===== config.mk =====
export PLATFORM = sky130hd
export DESIGN_NAME = mpq_sched_flat
export DESIGN_NICKNAME = d
export VERILOG_FILES = /design/src/rtl/mpq_sched_if.sv /design/src/rtl/mpq_sched.sv /design/src/flat_wrapper.sv
export SDC_FILE = /design/constraint.sdc
export NUM_CORES = 1
export LEC_CHECK = 0
export BUFFER_PORTS_ARGS = -buffer_cell sky130_fd_sc_hd__buf_2
export CORE_MARGIN = 2
export CORE_UTILIZATION = 34
export DETAILED_ROUTE_END_ITERATION = 7
export SKIP_CTS_REPAIR_TIMING = 1
export SLEW_MARGIN = 20
export SYNTH_ARGS = -nofsm -noshare
export SYNTH_HDL_FRONTEND = slang
export SYNTH_SLANG_ARGS = --single-unit

===== constraint.sdc =====
create_clock -name clk -period 2.95 [get_ports clk]
set_clock_uncertainty 0.05 [all_clocks]
set_input_delay 0.59 -clock clk [delete_from_list [all_inputs] [get_ports clk]]
set_output_delay 0.59 -clock clk [all_outputs]
set_load 0.01 [all_outputs]

===== src/rtl/mpq_sched_if.sv =====
// Command bus between mpq_sched and the max-priority-queue datapath.
// master = scheduler side (drives commands), slave = queue side (drives busy/done).
interface mpq_sched_if;
    logic       mpq_cmd_valid;
    logic [2:0] mpq_cmd;
    logic [7:0] mpq_index;
    logic [7:0] mpq_value;
    logic       mpq_busy;
    logic       mpq_done;

    modport master (
        output mpq_cmd_valid,
        output mpq_cmd,
        output mpq_index,
        output mpq_value,
        input  mpq_busy,
        input  mpq_done
    );

    modport slave (
        input  mpq_cmd_valid,
        input  mpq_cmd,
        input  mpq_index,
        input  mpq_value,
        output mpq_busy,
        output mpq_done
    );
endinterface


===== src/rtl/mpq_sched.sv =====
// Round-robin two-port command scheduler for the max-priority queue, with shadow occupancy.
// Optional per-requester grant/error counters are enabled by defining MPQ_SCHED_STATS_EN.
module mpq_sched #(
    parameter int DEPTH   = 255,
    parameter int BUSY_TO = 4,
    parameter int OCC_W   = 8
) (
    input  logic             clk,
    input  logic             rst,
    input  logic             req0_valid,
    input  logic [2:0]       req0_cmd,
    input  logic [7:0]       req0_index,
    input  logic [7:0]       req0_value,
    output logic             req0_ack,
    output logic             req0_err,
    input  logic             req1_valid,
    input  logic [2:0]       req1_cmd,
    input  logic [7:0]       req1_index,
    input  logic [7:0]       req1_value,
    output logic             req1_ack,
    output logic             req1_err,
    input  logic             occ_init_valid,
    input  logic [OCC_W-1:0] occ_init,
    mpq_sched_if.master      mpq,
    output logic [OCC_W-1:0] occ,
    output logic             sched_busy
`ifdef MPQ_SCHED_STATS_EN
    ,
    output logic [15:0]      grant_cnt0,
    output logic [15:0]      grant_cnt1,
    output logic [15:0]      err_cnt
`endif
);

    typedef enum logic [2:0] {
        IDLE,
        ISSUE,
        WAIT_BUSY,
        WAIT_CMPL,
        RESP
    } state_t;

    localparam int CNT_W = (BUSY_TO > 1) ? $clog2(BUSY_TO) : 1;
    localparam int CMP_W = (OCC_W > 8) ? OCC_W : 8;
    localparam logic [OCC_W-1:0] OCC_FULL = OCC_W'(DEPTH);
    localparam logic [CNT_W-1:0] CNT_LAST = CNT_W'(BUSY_TO - 1);

    localparam logic [2:0] CMD_EXTRACT  = 3'd1;
    localparam logic [2:0] CMD_INCREASE = 3'd2;
    localparam logic [2:0] CMD_INSERT   = 3'd3;
    localparam logic [2:0] CMD_WRITEOUT = 3'd4;

    state_t           state, state_n;
    logic             grant, grant_n;
    logic             last_grant, last_n;
    logic [2:0]       cmd_q, cmd_n;
    logic [7:0]       index_q, index_n;
    logic [7:0]       value_q, value_n;
    logic             err_q, err_n;
    logic [CNT_W-1:0] cnt, cnt_n;
    logic [OCC_W-1:0] occ_n;

    logic             pick;
    logic [2:0]       sel_cmd;
    logic [7:0]       sel_index;
    logic [7:0]       sel_value;
    logic             reject;
    logic             cmpl;

    // Arbitration and legality check of the candidate request, against the current occupancy
    always_comb begin
        pick = 1'b0;
        if (req0_valid && req1_valid) begin
            pick = ~last_grant;
        end else if (req1_valid) begin
            pick = 1'b1;
        end

        sel_cmd   = pick ? req1_cmd   : req0_cmd;
        sel_index = pick ? req1_index : req0_index;
        sel_value = pick ? req1_value : req0_value;

        reject = 1'b0;
        case (sel_cmd)
            CMD_EXTRACT:  reject = (occ == '0);
            CMD_INCREASE: reject = (CMP_W'(sel_index) >= CMP_W'(occ));
            CMD_INSERT:   reject = (occ == OCC_FULL);
            3'd5, 3'd6, 3'd7: reject = 1'b1;
            default:      reject = 1'b0;
        endcase
    end

    always_comb begin
        state_n = state;
        grant_n = grant;
        last_n  = last_grant;
        cmd_n   = cmd_q;
        index_n = index_q;
        value_n = value_q;
        err_n   = err_q;
        cnt_n   = cnt;
        occ_n   = occ;
        cmpl    = 1'b0;

        case (state)
            IDLE: begin
                if (occ_init_valid) begin
                    occ_n = occ_init;
                end else if (req0_valid || req1_valid) begin
                    grant_n = pick;
                    last_n  = pick;
                    cmd_n   = sel_cmd;
                    index_n = sel_index;
                    value_n = sel_value;
                    err_n   = reject;
                    cnt_n   = '0;
                    state_n = reject ? RESP : ISSUE;
                end
            end
            ISSUE: begin
                cnt_n   = '0;
                state_n = WAIT_BUSY;
            end
            WAIT_BUSY: begin
                if (mpq.mpq_busy) begin
                    state_n = WAIT_CMPL;
                end else if (cnt == CNT_LAST) begin
                    err_n   = 1'b1;
                    state_n = RESP;
                end else begin
                    cnt_n = cnt + CNT_W'(1);
                end
            end
            WAIT_CMPL: begin
                // Write-out signals completion with done; every other command by dropping busy
                cmpl = (cmd_q == CMD_WRITEOUT) ? mpq.mpq_done : ~mpq.mpq_busy;
                if (cmpl) begin
                    if (cmd_q == CMD_INSERT) begin
                        occ_n = occ + OCC_W'(1);
                    end else if (cmd_q == CMD_EXTRACT) begin
                        occ_n = occ - OCC_W'(1);
                    end
                    err_n   = 1'b0;
                    state_n = RESP;
                end
            end
            RESP: begin
                state_n = IDLE;
            end
            default: begin
                state_n = IDLE;
            end
        endcase
    end

    always_ff @(posedge clk or posedge rst) begin
        if (rst) begin
            state      <= IDLE;
            grant      <= 1'b0;
            last_grant <= 1'b1;
            cmd_q      <= '0;
            index_q    <= '0;
            value_q    <= '0;
            err_q      <= 1'b0;
            cnt        <= '0;
            occ        <= '0;
        end else begin
            state      <= state_n;
            grant      <= grant_n;
            last_grant <= last_n;
            cmd_q      <= cmd_n;
            index_q    <= index_n;
            value_q    <= value_n;
            err_q      <= err_n;
            cnt        <= cnt_n;
            occ        <= occ_n;
        end
    end

    // Outputs are registered from next-state values so they line up with the state they belong to
    always_ff @(posedge clk or posedge rst) begin
        if (rst) begin
            mpq.mpq_cmd_valid <= 1'b0;
            mpq.mpq_cmd       <= '0;
            mpq.mpq_index     <= '0;
            mpq.mpq_value     <= '0;
            req0_ack          <= 1'b0;
            req0_err          <= 1'b0;
            req1_ack          <= 1'b0;
            req1_err          <= 1'b0;
            sched_busy        <= 1'b0;
        end else begin
            mpq.mpq_cmd_valid <= (state_n == ISSUE);
            mpq.mpq_cmd       <= (state_n == ISSUE) ? cmd_n   : '0;
            mpq.mpq_index     <= (state_n == ISSUE) ? index_n : '0;
            mpq.mpq_value     <= (state_n == ISSUE) ? value_n : '0;
            req0_ack          <= (state_n == RESP) && !grant_n;
            req0_err          <= (state_n == RESP) && !grant_n && err_n;
            req1_ack          <= (state_n == RESP) && grant_n;
            req1_err          <= (state_n == RESP) && grant_n && err_n;
            sched_busy        <= (state_n != IDLE);
        end
    end

`ifdef MPQ_SCHED_STATS_EN
    always_ff @(posedge clk or posedge rst) begin
        if (rst) begin
            grant_cnt0 <= '0;
            grant_cnt1 <= '0;
            err_cnt    <= '0;
        end else begin
            if (req0_ack && (grant_cnt0 != 16'hFFFF)) begin
                grant_cnt0 <= grant_cnt0 + 16'd1;
            end
            if (req1_ack && (grant_cnt1 != 16'hFFFF)) begin
                grant_cnt1 <= grant_cnt1 + 16'd1;
            end
            if ((req0_err || req1_err) && (err_cnt != 16'hFFFF)) begin
                err_cnt <= err_cnt + 16'd1;
            end
        end
    end
`endif

endmodule


===== src/flat_wrapper.sv =====
// flat-port wrapper written by rule: the top's interface ports become plain ports
module mpq_sched_flat 
#(
    parameter int DEPTH   = 255,
    parameter int BUSY_TO = 4,
    parameter int OCC_W   = 8
)
  (clk, rst, req0_valid, req0_cmd, req0_index, req0_value, req0_ack, req0_err, req1_valid, req1_cmd, req1_index, req1_value, req1_ack, req1_err, occ_init_valid, occ_init, occ, sched_busy, mpq_mpq_cmd_valid, mpq_mpq_cmd, mpq_mpq_index, mpq_mpq_value, mpq_mpq_busy, mpq_mpq_done);
  mpq_sched_if mpq_i ();
  input  logic clk;
  input  logic rst;
  input  logic req0_valid;
  input  logic [2:0] req0_cmd;
  input  logic [7:0] req0_index;
  input  logic [7:0] req0_value;
  output logic req0_ack;
  output logic req0_err;
  input  logic req1_valid;
  input  logic [2:0] req1_cmd;
  input  logic [7:0] req1_index;
  input  logic [7:0] req1_value;
  output logic req1_ack;
  output logic req1_err;
  input  logic occ_init_valid;
  input  logic [OCC_W-1:0] occ_init;
  output logic [OCC_W-1:0] occ;
  output logic sched_busy;
  output wire logic [$bits(mpq_i.mpq_cmd_valid)-1:0] mpq_mpq_cmd_valid;
  output wire logic [$bits(mpq_i.mpq_cmd)-1:0] mpq_mpq_cmd;
  output wire logic [$bits(mpq_i.mpq_index)-1:0] mpq_mpq_index;
  output wire logic [$bits(mpq_i.mpq_value)-1:0] mpq_mpq_value;
  input wire logic [$bits(mpq_i.mpq_busy)-1:0] mpq_mpq_busy;
  input wire logic [$bits(mpq_i.mpq_done)-1:0] mpq_mpq_done;
  assign mpq_mpq_cmd_valid = mpq_i.mpq_cmd_valid;
  assign mpq_mpq_cmd = mpq_i.mpq_cmd;
  assign mpq_mpq_index = mpq_i.mpq_index;
  assign mpq_mpq_value = mpq_i.mpq_value;
  assign mpq_i.mpq_busy = mpq_mpq_busy;
  assign mpq_i.mpq_done = mpq_mpq_done;
  mpq_sched #(.DEPTH(DEPTH), .BUSY_TO(BUSY_TO), .OCC_W(OCC_W)) u_core (.clk(clk), .rst(rst), .req0_valid(req0_valid), .req0_cmd(req0_cmd), .req0_index(req0_index), .req0_value(req0_value), .req0_ack(req0_ack), .req0_err(req0_err), .req1_valid(req1_valid), .req1_cmd(req1_cmd), .req1_index(req1_index), .req1_value(req1_value), .req1_ack(req1_ack), .req1_err(req1_err), .occ_init_valid(occ_init_valid), .occ_init(occ_init), .mpq(mpq_i), .occ(occ), .sched_busy(sched_busy));
endmodule

==> results of run 1 <==
[final timing paths]
path,start,endpoint,cells after the start
min in group clk,occ_init[0],u_core.occ[0],3
max in group asynchronous,rst,u_core.occ[3],3
hold reg to reg,u_core.cmd_q[1],u_core.cmd_q[1],2
hold / removal,rst,u_core.mpq.mpq_value[1],2
setup / recovery,req1_valid,u_core.req0_err,12
setup reg to reg,u_core.last_grant,u_core.req0_err,11
[final cells by class]
cell class / count / area, sq um / area share, %
clock buffers: 6 / 72.6 / 2.14
flip-flops and latches: 43 / 1080 / 31.7
repair buffers: 108 / 598 / 17.6
inverters: 21 / 80.1 / 2.36
multi-input cells: 180 / 1380 / 40.7
clock inverters: 2 / 60.1 / 1.77
well taps: 99 / 124 / 3.65
[state kept, by name (all words and copies together), names as in the netlist]
signal	cells
u_core.mpq.mpq_index	8
u_core.mpq.mpq_value	8
u_core.occ	8
u_core.cmd_q	3
u_core.mpq.mpq_cmd	3
u_core.state	3
u_core.cnt	2
u_core.grant	1
u_core.last_grant	1
u_core.mpq.mpq_cmd_valid	1
u_core.req0_ack	1
u_core.req0_err	1
u_core.req1_ack	1
u_core.req1_err	1
u_core.sched_busy	1
[logic make-up after synthesis]
| kind of cell | Yosys count |
|---|---|
| multiplexers | 30 |
| flip-flops | 43 |
| adder cells (fa/ha/maj) | 16 |
| XOR/XNOR | 6 |
| buffers and inverters | 38 |
| AO/OA/AOI/OAI | 48 |
| AND/OR/NAND/NOR | 80 |
[critical path: stages]
cell       delay (ns)
buf_2            0.09
a21boi_4         0.25
buf_4            0.17
mux2i_2          0.25
inv_1            0.10
ha_1             0.30
a21o_1           0.19
a221oi_1         0.25
o2111ai_1        0.21
buf_4            0.18
o211ai_1         0.16
o21ai_0          0.16
[power groups by stage]
stage | Sequential, mW | Combinational (mW) | Clock [mW]
floorplan | 0.945 | 1.06 | 0
global placement | 0.963 | 1.42 | 0
global route | 0.986 | 1.65 | 0.574
CTS | 0.953 | 1.45 | 0.555
finish | 0.952 | 1.45 | 0.540
detailed placement | 0.964 | 1.44 | 0
[through the flow]
step / cells / total power, mW / util, % / instance area (sq um)
final: 459 / 2.95 / 46.3 / 3390
after global routing: 459 / 3.21 / 46.3 / 3390
after CTS: 457 / 2.96 / 45.9 / 3370
after detailed placement: 449 / 2.40 / 44.1 / 3230
after global placement: 449 / 2.38 / 44.1 / 3230
after floorplan: 261 / 2.01 / - / 2620
[cells in the final DEF, fill, tap and decap left out, types with 2 or more instances in the layout]
cell,netlist,final
buf_2,1,85
dfrtp_1,42,42
mux2i_1,27,26
buf_4,0,23
inv_1,21,20
nand2_1,17,17
nor3_2,16,16
ha_1,15,15
nor2_1,14,14
a21oi_1,13,13
o21ai_0,13,13
nand3_1,6,6
nor3_1,5,5
clkbuf_8,0,5
nor4_1,4,4
o2111ai_1,4,4
xnor2_1,4,4
nor3b_1,3,3
mux2_2,3,3
nand2b_1,2,2
o21bai_1,2,2
a211o_1,2,2
a31oi_1,2,2
a21o_1,2,2
a221oi_1,2,2
nand4_1,2,2
o211ai_1,2,2
and3_1,2,2
xor2_1,2,2
bufinv_16,0,2
[routing by layer]
metal | vias to the layer above | part of all wire (%) | track usage, %
met5 | - | 0 | 0
li1 | 1115 | - | -
met1 | 1019 | 47 | 20.2
met3 | 5 | 6.9 | 3.20
met2 | 67 | 45 | 24.2
met4 | 0 | 1.1 | 4.17
==> summary.md, run 1 <==
| Metric | Value |
|---|---|
| Leading area contributor after synthesis | dfrtp_1 |
| CP Launch Type | input pin |
| Most numerous cell in the Yosys netlist | dfrtp_1 |
| Total grt overflow | 0 |
| Simple-gate share of the synthesized area | 18.6% |
| Switching Share | 39.9% |
| CTS Buf Count | 5 |
| Status | finished clean |
| Combinational share of power | 49.4% |
| P per Cell Area | around 870 nW/um^2 |
| I/O pin count | 86 |
| Final Critical Period | between 2 and 3 ns |
| Setup TNS | 0 ns |
| Avg Vias per Cell | 4.81 |
| Final worst path period share | 94.4% |
| Initial antenna violation count | 0 |
| Vias | 2206 |
| Crit. End Element | flop |
| DRC violations left | 0 |
| Worst hold-check path type | in -> async |
| Req. time, crit path | 3.06 ns |
| Peak supply drop | between 0.2 and 0.3 mV |
| H-tree depth | 2 |
| Post-synth ARST share | 100% |
| Clk buf depth | 2 |
| CP Max Fanout | 5 |
| Worst Tran Pin Value | 0.538 ns |
| Gate Count Post-Synth | 261 |
| Switching power | between 1 and 1.5 mW |
| Largest net degree at the start of global routing | 33 |
| Initial detailed-routing violation count | 56 |
| Cell variety after synth | 47 |
| TritonCTS clock tree | done |
| Clock Latency Late Sink | 0.29 ns |
| Synthesized-area fraction occupied by adder cells | 7.95% |
| Setup CP Type | in -> reg |
| Compound-Gate Fraction of Synth Area | 12.2% |
| Die height | 91.7 um |
| Post-DP HPWL | 4690 um |
| Flop pwr share | between 30% and 40% |
| Xor/xnor share of the synthesized area | 2.01% |
| Antenna Nets Post-Route | 0 |
| # diodes | 0 |
| Nets | 428 |
| Die area | 8410 sq um |
| Predominant post-synthesis flop cell | dfrtp_1 |
| Reg2Reg Setup Slack | 0.18 ns |
| Syn_nets | 330 |
| Clock root cell | clkbuf_8 |
| Slew headroom | 64.1% |
| Final setup violation count | 0 |
| Filler instances | 692 |
| Syn_area_per_cell | between 10 and 15 sq um |
| Synth area leaders | dfrtp_1 40%, mux2i_1 10%, ha_1 7.2% |
| Worst-path clk slew | 0.08 ns |
| Placement Rows | 31 |
| Min Hold Slack | between 0.2 and 0.3 ns |
| Final setup margin | 0.165 ns |
| Yosys reg bits | 43 |
| Global-route usage over all layers | 14.9% |
| Area growth syn-to-layout | 29.8% |
| Synth Warn # | 0 |
| Vias in the first global route | about 2200 |
| Clock network power share | 18.3% |
| Static Leak | 1.74 nW |
| Drt wl/cell | roughly 13 um |
| Port bufs | 85 |
| CTS Sinks | 43 |
| Max Fclk | 0.359 GHz |
| Largest family of logic cells by synthesized area | simple AND/OR/NAND/NOR gates |
| Max Transition Viols Final | 0 |
| Die W | 91.7 um |
| First-pass GRT wire length | around 10000 um |
| Int Pwr | 1.77 mW |
| Max-cap violations | 0 |
| DRT Wirelength | slightly above 6000 um |
| Ranking of synthesized cells by instance count | 42 x dfrtp_1, 27 x mux2i_1, 21 x inv_1 |
| Place WS | -0.205 ns |
| Yosys top cell area share | 40.2% |
| Number of synthesized flops with an enable pin | 0 |
| Synth Cell Area | 2610 sq um |
| Drt pass-1 iters | 4 |
| Portion of the post-synthesis area used by sequential elements | between 40% and 50% |
| Share of cells above drive strength 1 | 38.9% |
| Core footprint | roughly 7300 sq um |
| Mux share of post-synthesis cell area | between 10% and 20% |
| RSZ-0062 raised after global routing | yes |
| Routability cong. | 0.837 |
| Starting Density | 35.7% |
| Critical Path AT | 2.90 ns |
| Final hold violations | 0 |
Power figures use the tool's default switching activity.
==> run 2: changes to the inputs <==
==> constraint.sdc (replaced) <==
create_clock -name clk -period 2.4 [get_ports clk]
set_clock_uncertainty 0.05 [all_clocks]
set_input_delay 0.48 -clock clk [delete_from_list [all_inputs] [get_ports clk]]
set_output_delay 0.48 -clock clk [all_outputs]
set_load 0.01 [all_outputs]
==> summary.md, run 2 (synthesized netlist as in run 1, its figures left out) <==
| Metric | Value |
|---|---|
| Largest net degree at the start of global routing | 44 |
| Reg2Reg Setup Slack | -0.15 ns |
| Global-route usage over all layers | 15.2% |
| DRC violations left | 0 |
| Die W | 91.7 um |
| First-pass GRT wire length | 10400 um |
| Die height | slightly above 90 um |
| # diodes | 0 |
| Share of cells above drive strength 1 | 45.7% |
| Crit. End Element | flop |
| RSZ-0062 raised after global routing | yes |
| Worst-path clk slew | 0.08 ns |
| Post-route design area | 3690 sq um |
| Peak supply drop | 0.405 mV |
| Worst-path cell chain | a21boi_4 -> clkbuf_16 -> mux2i_2 -> inv_1 -> ha_1 -> a211o_1 -> a31oi_2 -> o2111ai_2 -> o211ai_1 -> buf_4 -> o21ai_1 |
| Core footprint | 7330 sq um |
| Slowest stage cell, crit path | dfstp_2 |
| P per Cell Area | 1090 nW/um^2 |
| Avg Vias per Cell | 4.83 |
| Worst Setup SP | u_core.last_grant |
| Max-cap violations | 0 |
| Dpl cell area | 3330 sq um |
| Drt wl/cell | 14.7 um |
| Drt pass-1 iters | 4 |
| CP bufs+invs | 3 |
| Place WS | -0.362 ns |
| Critical Path AT | 2.68 ns |
| Initial antenna violation count | 0 |
| FF-to-FF Start | u_core.last_grant |
| Cell family with most CP delay | compound AO/OA/AOI/OAI gates |
| DRT Wirelength | 6880 um |
| CP Max Fanout | 5 |
| Clk buf depth | 2 |
| Min Hold Slack | 0.269 ns |
| Area growth syn-to-layout | 41.0% |
| Port bufs | 85 |
| Largest registers | u_core.mpq.mpq_index x8, u_core.mpq.mpq_value x8, u_core.occ x8 |
| Static Leak | 1.83 nW |
| Nets | about 440 |
| Placement Rows | 31 |
| Commonest non-fill, non-tap cell in the layout | buf_2 |
| Worst hold-check path type | in -> async |
| Vias | around 2300 |
| Post-DP HPWL | 4840 um |
| Req. time, crit path | 2.53 ns |
| Slew headroom | a little over three fifths |
| CP Launch Type | flop |
| Vias in the first global route | 2183 |
| Final Critical Period | 2.55 ns |
| Violated checks | negative setup slack |
| Starting Density | 35.7% |
| Status | finished with violations |
| Antenna Nets Post-Route | 0 |
| CTS Sinks | 43 |
| I/O pin count | 86 |
| Most frequent cells in the layout | 85 x buf_2, 42 x dfrtp_1, 27 x buf_4 |
| Final worst path period share | 106% |
| Max Fclk | 0.392 GHz |
| H-tree depth | 2 |
| Max Transition Viols Final | 0 |
| Final setup violation count | 26 |
| Total grt overflow | 0 |
| Routability cong. | 0.866 |
| Clock root cell | clkbuf_8 |
| Clock Latency Late Sink | ~0.30 ns |
| Die area | 8410 sq um |
| CTS Buf Count | 5 |
| Final hold violations | 0 |
| Worst Tran Pin Value | 0.562 ns |
| Setup CP Type | reg -> reg |
| Initial detailed-routing violation count | 85 |
| Final setup margin | -0.152 ns |
| Max stage delay on crit path | 0.39 ns |
| TritonCTS clock tree | done |
-- run 2: cell type report --
type	count	area, sq um
sequential	43	1080
fill	679	3640
tap	99	124
clock inverter	2	60.1
clock buffer	6	72.6
multi-input combinational	180	1520
inverter	21	78.8
timing repair buffer	118	754
-- run 2: path summary, 6_finish.rpt --
path / endpoint / cells past startpoint
hold / removal: u_core.state[1] / 3
hold reg to reg: u_core.grant / 2
setup reg to reg: u_core.state[2] / 11
min in group clk: u_core.occ[0] / 3
max in group asynchronous: u_core.cmd_q[0] / 3
setup / recovery: u_core.state[2] / 11
-- run 2: through the flow --
stage / total power, mW / std cells / utilization (%) / TNS, ns
detailed placement: 3.12 / 455 / 45.4 / -8.71
floorplan: 2.50 / 261 / - / -5.88
CTS: 3.81 / 463 / 47.2 / -3.70
global route: 4.35 / 469 / 50.3 / -6.32
finish: 4.03 / 469 / 50.3 / -2.82
global placement: 3.07 / 455 / 45.4 / -6.86
-- run 2: power breakdown --
group,internal (mW),switching [mW]
clock,0.416,0.263
sequential,0.935,0.231
combinational,1.08,1.11
total,2.43,1.60
-- run 2: tightest hold or removal path: cells and delay by family --
kind | cells | cell delay [ns]
buffers and inverters | 3 | 0.60
-- run 2: routing by layer --
| metal | track usage [%] | up-vias | share of wire (%) |
|---|---|---|---|
| met5 | 0 | - | 0 |
| met2 | 24.2 | 72 | 48 |
| met4 | 4.17 | 0 | 1.0 |
| li1 | - | 1139 | - |
| met3 | 3.12 | 5 | 5.4 |
| met1 | 21.1 | 1050 | 45 |
==> run 3: changes to the inputs <==
--- a/config.mk
+++ b/config.mk
@@ -6,8 +6,9 @@
 export NUM_CORES = 1
 export LEC_CHECK = 0
 export BUFFER_PORTS_ARGS = -buffer_cell sky130_fd_sc_hd__buf_2
-export CORE_MARGIN = 2
+export CORE_MARGIN = 4
 export CORE_UTILIZATION = 34
+export CTS_CLUSTER_SIZE = 20
 export DETAILED_ROUTE_END_ITERATION = 7
 export SKIP_CTS_REPAIR_TIMING = 1
 export SLEW_MARGIN = 20
==> summary.md, run 3 (synthesized netlist as in run 1, its figures left out) <==
| Metric | Value |
|---|---|
| Status | finished with violations |
| Violated checks | negative setup slack |
| Starting Density | between 30% and 40% |
| Combinational share of power | 54.7% |
| Post-route design area | approximately 3800 sq um |
| Worst R2R End | u_core.mpq.mpq_index[4] |
| Routability cong. | 0.830 |
| Final setup margin | -0.137 ns |
| Worst Reg-to-Reg Cells | 11 |
| RSZ-0062 raised after global routing | yes |
| Area growth syn-to-layout | 43.6% |
| Max Transition Viols Final | 0 |
| Fin cells | around 470 |
| Worst Tran Pin Value | 0.879 ns |
| Avg Vias per Cell | 4.89 |
| CP Max Fanout | 6 |
| # diodes | 0 |
| Die area | 9150 sq um |
| Static Leak | 1.85 nW |
| Largest registers | u_core.mpq.mpq_index x8, u_core.mpq.mpq_value x8, u_core.occ x8 |
| Initial antenna violation count | 0 |
| Initial detailed-routing violation count | 80 |
| Placement Rows | 31 |
| Nets | between 400 and 500 |
| Slew headroom | 41.0% |
| Critical Path AT | around 2.7 ns |
| Final hold violations | 0 |
| Vias | 2283 |
| P per Cell Area | 1080 nW/um^2 |
| Flop pwr share | 28.9% |
| Place WS | -0.402 ns |
| CTS Buf Count | 5 |
| CP Launch Type | flop |
| Dpl cell area | 3360 sq um |
| Final Critical Period | 2.54 ns |
| CTS Sinks | 43 |
| I/O pin count | 86 |
| Clk buf depth | 2 |
| DRT Wirelength | 6750 um |
| Clock network power share | 16.4% |
| Share of cells above drive strength 1 | a little under half |
| Grt met3 use | between 2 and 2.5% |
| Clock Latency Late Sink | 0.29 ns |
| Global-route usage over all layers | 13.6% |
| Filler instances | 685 |
| DRC violations left | 0 |
| Drt pass-1 iters | 4 |
| Max-cap violations | 0 |
| Commonest non-fill, non-tap cell in the layout | buf_2 |
| Most frequent cells in the layout | 85 x buf_2, 42 x dfrtp_1, 26 x buf_4 |
| TritonCTS clock tree | done |
| Worst-path clk slew | about 0.080 ns |
| Crit. End Element | flop |
| Most Crowded Layer GR | met2 |
| Met2 Usage GRT | 22.5% |
| Port bufs | 85 |
| Die W | 95.7 um |
| Switching power | 1.63 mW |
| Setup CP Type | reg -> reg |
| Drt wl/cell | 14.4 um |
| H-tree depth | 2 |
| Post-DP HPWL | between 4000 and 5000 um |
| Antenna Nets Post-Route | 0 |
| M1 GR Usage | 18.0% |
| Max Fclk | around 0.39 GHz |
| First-pass GRT wire length | 9750 um |
| Final worst path period share | 106% |
| Vias in the first global route | 2138 |
| Peak supply drop | 0.487 mV |
| Clock root cell | clkbuf_8 |
| Req. time, crit path | 2.56 ns |
| Dpl cells | 457 |
| Die height | 95.7 um |
| Worst hold-check path type | in -> async |
| Largest net degree at the start of global routing | 29 |
| Switching Share | 40.3% |
| Total grt overflow | 0 |
| Int Pwr | 2.42 mW |
| Reg2Reg Setup Slack | -0.14 ns |
| FF-to-FF Start | u_core.last_grant |
| Core footprint | 7370 sq um |
| Final setup violation count | 26 |
## run 3: cell count changes in the layout (fill, tap and decap cells not counted), moves of 2 or more
cell,change
nor3_2,-9
nor3_4,+9
mux2i_4,+2
inv_2,+2
inv_1,-3
## run 3: critical path: stages (launching register included)
cell	delay [ns]
dfstp_2	0.39
a21boi_4	0.22
buf_12	0.18
mux2i_4	0.24
inv_2	0.06
ha_4	0.22
a21o_1	0.18
a221oi_2	0.24
o2111ai_2	0.17
o211a_4	0.22
clkbuf_16	0.17
nor3_2	0.12
## run 3: power groups by stage
| stage | logic, mW | registers, mW | clock network (mW) |
|---|---|---|---|
| 5_1_grt | 2.46 | 1.21 | 0.711 |
| 2_1_floorplan | 1.34 | 1.16 | 0 |
| 3_5_place_dp | 1.95 | 1.19 | 0 |
| 4_1_cts | 1.96 | 1.17 | 0.683 |
| 3_3_place_gp | 1.91 | 1.18 | 0 |
| 6_report | 2.21 | 1.17 | 0.666 |
## run 3: worst max-delay path by stage
stage                      startpoint                      end  cells past startpoint
finish              u_core.last_grant  u_core.mpq.mpq_index[4]                     11
global route        u_core.last_grant  u_core.mpq.mpq_value[0]                     11
CTS                 u_core.last_grant    u_core.mpq.mpq_cmd[0]                     11
detailed placement         req1_valid          u_core.state[0]                     12
global placement           req1_valid          u_core.req0_ack                     11
floorplan                  req1_valid  u_core.mpq.mpq_index[7]                     12
## run 3: cell type report
cell class / count / area (sq um) / area share (%)
Clock buffer: 6 / 72.6 / 1.93
Multi-Input combinational cell: 180 / 1610 / 42.9
Sequential cell: 43 / 1080 / 28.7
Clock inverter: 2 / 60.1 / 1.60
Timing Repair Buffer: 116 / 731 / 19.5
Tap cell: 99 / 124 / 3.30
Inverter: 21 / 78.8 / 2.10
## run 3: metal layers
metal	vias up	part of all wire, %
li1	1142	-
met4	0	0.82
met3	4	8.2
met1	1056	43
met5	-	0
met2	81	48
## run 3: per-stage QoR
stage | setup TNS [ns] | hold slack [ns] | utilization [%] | power (mW)
after floorplan | -5.88 | 0.415 | - | 2.50
after global placement | -7.09 | 0.450 | 45.5 | 3.09
after detailed placement | -9.58 | 0.463 | 45.5 | 3.14
after CTS | -4.32 | 0.228 | 47.3 | 3.82
after global routing | -6.92 | 0.256 | 50.9 | 4.38
final | -2.43 | 0.212 | 50.9 | 4.05
